`config.mk`:
```
export PLATFORM = sky130hd
export DESIGN_NAME = ddr_cmd_sched
export DESIGN_NICKNAME = d
export VERILOG_FILES = /design/src/rtl/ddr_sched_pkg.sv /design/src/rtl/rr_arb2.sv /design/src/rtl/ddr_cmd_sched.sv
export SDC_FILE = /design/constraint.sdc
export NUM_CORES = 1
export LEC_CHECK = 0
export ABC_AREA = 1
export BUFFER_PORTS_ARGS = -buffer_cell sky130_fd_sc_hd__buf_4
export CAP_MARGIN = 5
export CORE_MARGIN = 1
export CORE_UTILIZATION = 45
export DETAILED_ROUTE_END_ITERATION = 8
export PLACE_DENSITY = 0.66
export SYNTH_ARGS = -nofsm -noshare
export SYNTH_HDL_FRONTEND = slang
export SYNTH_SLANG_ARGS = --single-unit
```
`constraint.sdc`:
```
create_clock -name clk -period 6.3 [get_ports clk]
set_input_delay 0.63 -clock clk [delete_from_list [all_inputs] [get_ports clk]]
set_output_delay 0.63 -clock clk [all_outputs]
set_load 0.03 [all_outputs]
```
`src/rtl/ddr_sched_pkg.sv`:
```
// Shared types and constants for the DDR command scheduler.
package ddr_sched_pkg;

    typedef enum logic [1:0] {
        StIdle,
        StIssue,
        StHold,
        StWait
    } state_e;

    localparam logic CMD_RD = 1'b0;
    localparam logic CMD_WR = 1'b1;

    function automatic int unsigned beat_bytes(input int unsigned data_width);
        return data_width / 8;
    endfunction

endpackage

```
`src/rtl/rr_arb2.sv`:
```
// Two-way round-robin arbiter: req[0] is the read client, req[1] the write client.
module rr_arb2
    import ddr_sched_pkg::*;
(
    input  logic       clk,
    input  logic       rst,
    input  logic [1:0] req,
    input  logic       update,
    output logic [1:0] grant
);

    // Holds CMD_RD or CMD_WR for the client granted most recently.
    logic last_grant_q;

    always_comb begin
        grant = req;
        if (req == 2'b11) begin
            grant = (last_grant_q == CMD_WR) ? 2'b01 : 2'b10;
        end
    end

    always_ff @(posedge clk or posedge rst) begin
        if (rst) begin
            last_grant_q <= CMD_WR;
        end else if (update && (grant != 2'b00)) begin
            last_grant_q <= grant[1];
        end
    end

endmodule

```
`src/rtl/ddr_cmd_sched.sv`:
```
// Arbitrates read/write clients, splits each request into MAX_CHUNK-sized mover
// commands and waits for the mover to go idle between chunks.
module ddr_cmd_sched
    import ddr_sched_pkg::*;
#(
    parameter int unsigned C_AXI_ADDR_WIDTH = 64,
    parameter int unsigned C_AXI_DATA_WIDTH = 256,
    parameter int unsigned SINGLE_LEN       = 24,
    parameter int unsigned MAX_CHUNK        = 4096
) (
    input  logic                        clk,
    input  logic                        rst,
    input  logic                        init_cmptd,
    input  logic                        rd_req_valid,
    output logic                        rd_req_ready,
    input  logic [C_AXI_ADDR_WIDTH-1:0] rd_req_addr,
    input  logic [SINGLE_LEN-1:0]       rd_req_len,
    output logic                        rd_done,
    input  logic                        wr_req_valid,
    output logic                        wr_req_ready,
    input  logic [C_AXI_ADDR_WIDTH-1:0] wr_req_addr,
    input  logic [SINGLE_LEN-1:0]       wr_req_len,
    output logic                        wr_done,
    output logic [C_AXI_ADDR_WIDTH-1:0] ddr_st_addr_out,
    output logic [SINGLE_LEN-1:0]       ddr_len,
    output logic                        ddr_conf,
    output logic                        cmd_type,
    input  logic                        dp_idle,
    output logic                        busy
);

    localparam int unsigned           BeatBytes = beat_bytes(C_AXI_DATA_WIDTH);
    localparam logic [SINGLE_LEN-1:0] LenMask   = ~SINGLE_LEN'(BeatBytes - 1);
    localparam logic [SINGLE_LEN-1:0] MaxChunk  = SINGLE_LEN'(MAX_CHUNK);

    state_e                      state_q, state_d;
    logic [C_AXI_ADDR_WIDTH-1:0] addr_q, addr_d, src_addr;
    logic [SINGLE_LEN-1:0]       rem_q, rem_d, src_rem, chunk;
    logic                        type_q, type_d, src_type;
    logic [1:0]                  arb_req, grant;
    logic                        handshake;
    logic                        conf_d, rd_done_d, wr_done_d;

    assign arb_req = (!rst && (state_q == StIdle) && init_cmptd && dp_idle) ?
                     {wr_req_valid, rd_req_valid} : 2'b00;

    rr_arb2 u_arb (
        .clk    (clk),
        .rst    (rst),
        .req    (arb_req),
        .update (handshake),
        .grant  (grant)
    );

    assign rd_req_ready = grant[0];
    assign wr_req_ready = grant[1];
    assign handshake    = |grant;

    always_comb begin
        // Source of the next chunk: the fresh request on handshake, else the latched remainder.
        src_addr = addr_q;
        src_rem  = rem_q;
        src_type = type_q;
        if (handshake) begin
            src_addr = grant[1] ? wr_req_addr : rd_req_addr;
            src_rem  = (grant[1] ? wr_req_len : rd_req_len) & LenMask;
            src_type = grant[1] ? CMD_WR : CMD_RD;
        end
        chunk = (src_rem < MaxChunk) ? src_rem : MaxChunk;

        state_d   = state_q;
        addr_d    = addr_q;
        rem_d     = rem_q;
        type_d    = type_q;
        rd_done_d = 1'b0;
        wr_done_d = 1'b0;

        if (!init_cmptd) begin
            state_d = StIdle;
        end else begin
            case (state_q)
                StIdle: begin
                    if (handshake) begin
                        addr_d = src_addr;
                        rem_d  = src_rem;
                        type_d = src_type;
                        if (src_rem == '0) begin
                            rd_done_d = (src_type == CMD_RD);
                            wr_done_d = (src_type == CMD_WR);
                        end else begin
                            state_d = StIssue;
                        end
                    end
                end
                StIssue: state_d = StHold;
                StHold:  state_d = StWait;
                StWait: begin
                    if (dp_idle) begin
                        if (rem_q != '0) begin
                            state_d = StIssue;
                        end else begin
                            state_d   = StIdle;
                            rd_done_d = (type_q == CMD_RD);
                            wr_done_d = (type_q == CMD_WR);
                        end
                    end
                end
                default: state_d = StIdle;
            endcase
        end

        // Outputs are registered, so the chunk is consumed on the edge that enters ISSUE.
        conf_d = (state_d == StIssue);
        if (conf_d) begin
            addr_d = src_addr + C_AXI_ADDR_WIDTH'(chunk);
            rem_d  = src_rem - chunk;
            type_d = src_type;
        end
    end

    always_ff @(posedge clk or posedge rst) begin
        if (rst) begin
            state_q         <= StIdle;
            addr_q          <= '0;
            rem_q           <= '0;
            type_q          <= CMD_RD;
            ddr_conf        <= 1'b0;
            rd_done         <= 1'b0;
            wr_done         <= 1'b0;
            busy            <= 1'b0;
            ddr_st_addr_out <= '0;
            ddr_len         <= '0;
            cmd_type        <= CMD_RD;
        end else begin
            state_q  <= state_d;
            addr_q   <= addr_d;
            rem_q    <= rem_d;
            type_q   <= type_d;
            ddr_conf <= conf_d;
            rd_done  <= rd_done_d;
            wr_done  <= wr_done_d;
            busy     <= (state_d != StIdle);
            if (conf_d) begin
                ddr_st_addr_out <= src_addr;
                ddr_len         <= chunk;
                cmd_type        <= src_type;
            end
        end
    end

endmodule

```
==> results.yml <==
place:
  dpl.cell_count: 2474
  place.detailed.hpwl_microns: 33200
  io_buffer_count: 266
  dp_worst_setup_slack_ns: 0.7388
  routabilityCongestion: 0.9570
sta:
  clk_skew_ns: 0.02041
  worst_slew_pin_slew_ns: 0.8872
  grt_setup_unrepaired: "false"
  timing.final.ws_setup_ns: 0.7415
  setup_violations: 0
  min_period_over_period: 0.8823
  min_period_ns: 5.558
  final_sum_of_negative_setup_slack_ns: 0
  timing.slew.headroom: 0.4086
  final_slew_viol_count: 0
  peak_freq_mhz: 179.9
  finalHoldViolCount: 0
clocking:
  cts.path.max_buffers: 2
  cts_hold_buffers: 0
  clkSlewWorstSetupHoldPaths_ns: 0.09
  numCtsBuffers: 17
  htree_num_levels: 4
  setup_bufs_post_cts: 0
  clock_sinks: 185
  tritoncts: "yes"
  postCtsResizedCells: 0
  worst_skew_pair_later_pin_latency_ns: 0.45
  cts_root_buffer: "sky130_fd_sc_hd__clkbuf_16"
global_routing:
  grt_max_degree: 93
  initial_antenna_violation_count: 0
  grt_first_pass_wirelength_microns: 66060
  via_count_of_the_first_global_routing_pass: 12238
  grtUsageTotal: 0.2999
  grt.overflow.total: 0
yosys:
  netlist_top_cells_area: "sky130_fd_sc_hd__dfrtp_1, sky130_fd_sc_hd__nand2_1, sky130_fd_sc_hd__nor2_1"
  post-synth-top-area-cell: "sky130_fd_sc_hd__dfrtp_1"
  sequential_to_total_area_share_from_yosys_stat: 0.3679
  syn_area_sq_mm: 0.01259
  syn_area_per_cell_sq_um: 6.732
  yosys_warnings: 0
  yosys_register_bits: 185
  synthDistinctLibCells: 44
  post_synth_inst_count: 1870
  post-synth-top-area-fraction: 0.3658
setup_path:
  critical_path_class: "reg2reg"
  worst_path_max_delay_cell: "sky130_fd_sc_hd__nand2_1"
  cp_capture_type: "flop"
  crit_fanout: 21
  worstPathArrival_ns: 5.94
  crit_path_launch_type: "flop"
  critical_path.max_stage_delay_ns: 0.43
  required_time_of_the_critical_path_ns: 6.69
  cpMostUsedCell: "sky130_fd_sc_hd__nand2_1"
final_layout:
  post_synthesis_to_final_layout_area_growth_pct: 23.01
  design.final.nets: 2333
  diodes: 0
  drive_above_1_share: 0.1795
  utilization: 0.5698
  post_layout_nonfiller_instances: 2506
routing:
  route.detailed.wl_per_inst_microns: 16.85
  initialDrtViolationCount: 984
  drt_pre_antenna_iters: 5
  final_antenna_net_count: 0
  post-route-drc-count: 0
  finalWirelength_microns: 42230
  via_per_inst: 5.173
  route.vias.total: 12963
floorplan:
  vertical_extent_of_the_die_microns: 169.3
  rows: 60
  dieArea_sq_mm: 0.02865
  num_io_pins: 277
  design.core.area_sq_mm: 0.02718
  die-width_microns: 169.3
  floorplan.initialDensity: 0.4632
power:
  total_leakage_power_uw: 0.008151
  p_per_area_mw_per_mm2: 413.3
  vdd_ir_drop_max_mv: 0.1908
run:
  max_cap_viol_count: 0
run_status:
  run_status: "finished, final reports clean"
worst_hold_path:
  hold_class: "in2async"
## logic make-up after synthesis
group                      share of synthesized area
xor gates and xnor gates                     0.02713
DFF                                           0.3679
and+or+nand+nor                               0.3502
adders and majority gates                    0.03041
AOI/OAI and AO/OA                             0.1251
buffers and inverters                        0.09900
other                                      0.0002979
## layer usage
layer  track usage  vias to the layer above  routed length (microns)
li1              -                     6434                        -
met1        0.4128                     6101                    19480
met5             0                        -                        0
met3       0.04431                       39                     2267
met4       0.07951                        0                      754
met2        0.4922                      389                    19730
## where the power goes
part	total, uW	internal (uW)	switching [uW]
clock	1140	578	566
sequential	1820	1630	194
combinational	3430	1120	2310
total	6400	3330	3070
## cells in the final DEF, fill, tap and decap left out, types with 4 or more instances in the layout
cell / Yosys / routed
sky130_fd_sc_hd__nand2_1: 666 / 666
sky130_fd_sc_hd__buf_4: 9 / 292
sky130_fd_sc_hd__nor2_1: 235 / 235
sky130_fd_sc_hd__inv_1: 203 / 203
sky130_fd_sc_hd__dfrtp_1: 184 / 184
sky130_fd_sc_hd__nand3_1: 108 / 108
sky130_fd_sc_hd__o21ai_0: 102 / 102
sky130_fd_sc_hd__a21oi_1: 63 / 63
sky130_fd_sc_hd__xor2_1: 33 / 33
sky130_fd_sc_hd__ha_1: 29 / 29
sky130_fd_sc_hd__o21ai_2: 25 / 25
sky130_fd_sc_hd__a32o_1: 24 / 24
sky130_fd_sc_hd__nand4_1: 22 / 22
sky130_fd_sc_hd__o21ai_1: 20 / 20
sky130_fd_sc_hd__clkbuf_16: 0 / 17
sky130_fd_sc_hd__nand3b_1: 12 / 12
sky130_fd_sc_hd__conb_1: 1 / 11
sky130_fd_sc_hd__nor4_1: 8 / 8
sky130_fd_sc_hd__nor3_1: 8 / 8
sky130_fd_sc_hd__xnor2_1: 6 / 6
sky130_fd_sc_hd__a21oi_2: 5 / 5
sky130_fd_sc_hd__clkinv_8: 0 / 5
sky130_fd_sc_hd__nand2_4: 3 / 4
sky130_fd_sc_hd__or2_2: 4 / 4
sky130_fd_sc_hd__a31oi_1: 4 / 4
## metrics by stage
step / cell area (sq um) / hold slack, ns / power (uW)
after floorplan: 12630 / 0.5052 / 4277
after global placement: 14860 / 0.4671 / 5186
after detailed placement: 14860 / 0.4681 / 5230
after CTS: 15480 / 0.4538 / 6396
after global routing: 15480 / 0.4789 / 6898
final: 15480 / 0.4371 / 6399
## layout make-up
type | instances | area (sq um)
Fill cell | 2766 | 11690
Clock buffer | 17 | 425.4
Tap cell | 372 | 465.4
Sequential cell | 185 | 4631
Inverter | 208 | 790.8
Clock inverter | 15 | 201.4
Multi-Input combinational cell | 1416 | 6759
Timing Repair Buffer | 293 | 2212
## worst max-delay path, delay by kind of cell (launching register included)
kind	cells	cell delay [ns]
DFF	1	0.41
buffers and inverters	3	0.74
xor gates and xnor gates	1	0.15
and+or+nand+nor	19	3.19
adders and majority gates	2	0.57
AOI/OAI and AO/OA	2	0.41
## worst paths after layout
kind | startpoint | endpoint | slack (ns) | cells after the start
setup / recovery | state_q[0]$_DFF_PP0_ | addr_q[59]$_DFFE_PP0P_ | 0.74 | 27
hold / removal | rst | ddr_len[10]$_DFFE_PP0P_ | 0.44 | 3
setup reg to reg | state_q[0]$_DFF_PP0_ | addr_q[59]$_DFFE_PP0P_ | 0.74 | 27
hold reg to reg | ddr_st_addr_out[22]$_DFFE_PP0P_ | ddr_st_addr_out[22]$_DFFE_PP0P_ | 0.49 | 2
max in group asynchronous | rst | addr_q[38]$_DFFE_PP0P_ | 4.48 | 4
min in group clk | ddr_st_addr_out[22]$_DFFE_PP0P_ | ddr_st_addr_out[22]$_DFFE_PP0P_ | 0.49 | 2
## cell usage after synthesis (all sizes together)
cell	n
inv	208
fa	1
nor2	240
nand3	111
a21o	2
conb	1
nand2	672
a31oi	4
o21bai	3
o21ai	147
nand4	22
o22ai	3
clkbuf	23
nor3	9
a32o	24
a22o	1
ha	29
a21oi	71
dfstp	1
nand3b	12
or2	4
xnor2	6
xor2	33
o21a	1
dfrtp	184
nor3b	1
and3	1
nor4	8
buf	48
## sequential cells by signal (all words and copies together), names as in the netlist
name	count
rd_done	1
type_q	1
addr_q	64
state_q	2
ddr_conf	1
busy	1
ddr_st_addr_out	64
rem_q	24
ddr_len	24
u_arb.last_grant_q	1
cmd_type	1
wr_done	1
Note: power is estimated with default switching activity, not from simulation.
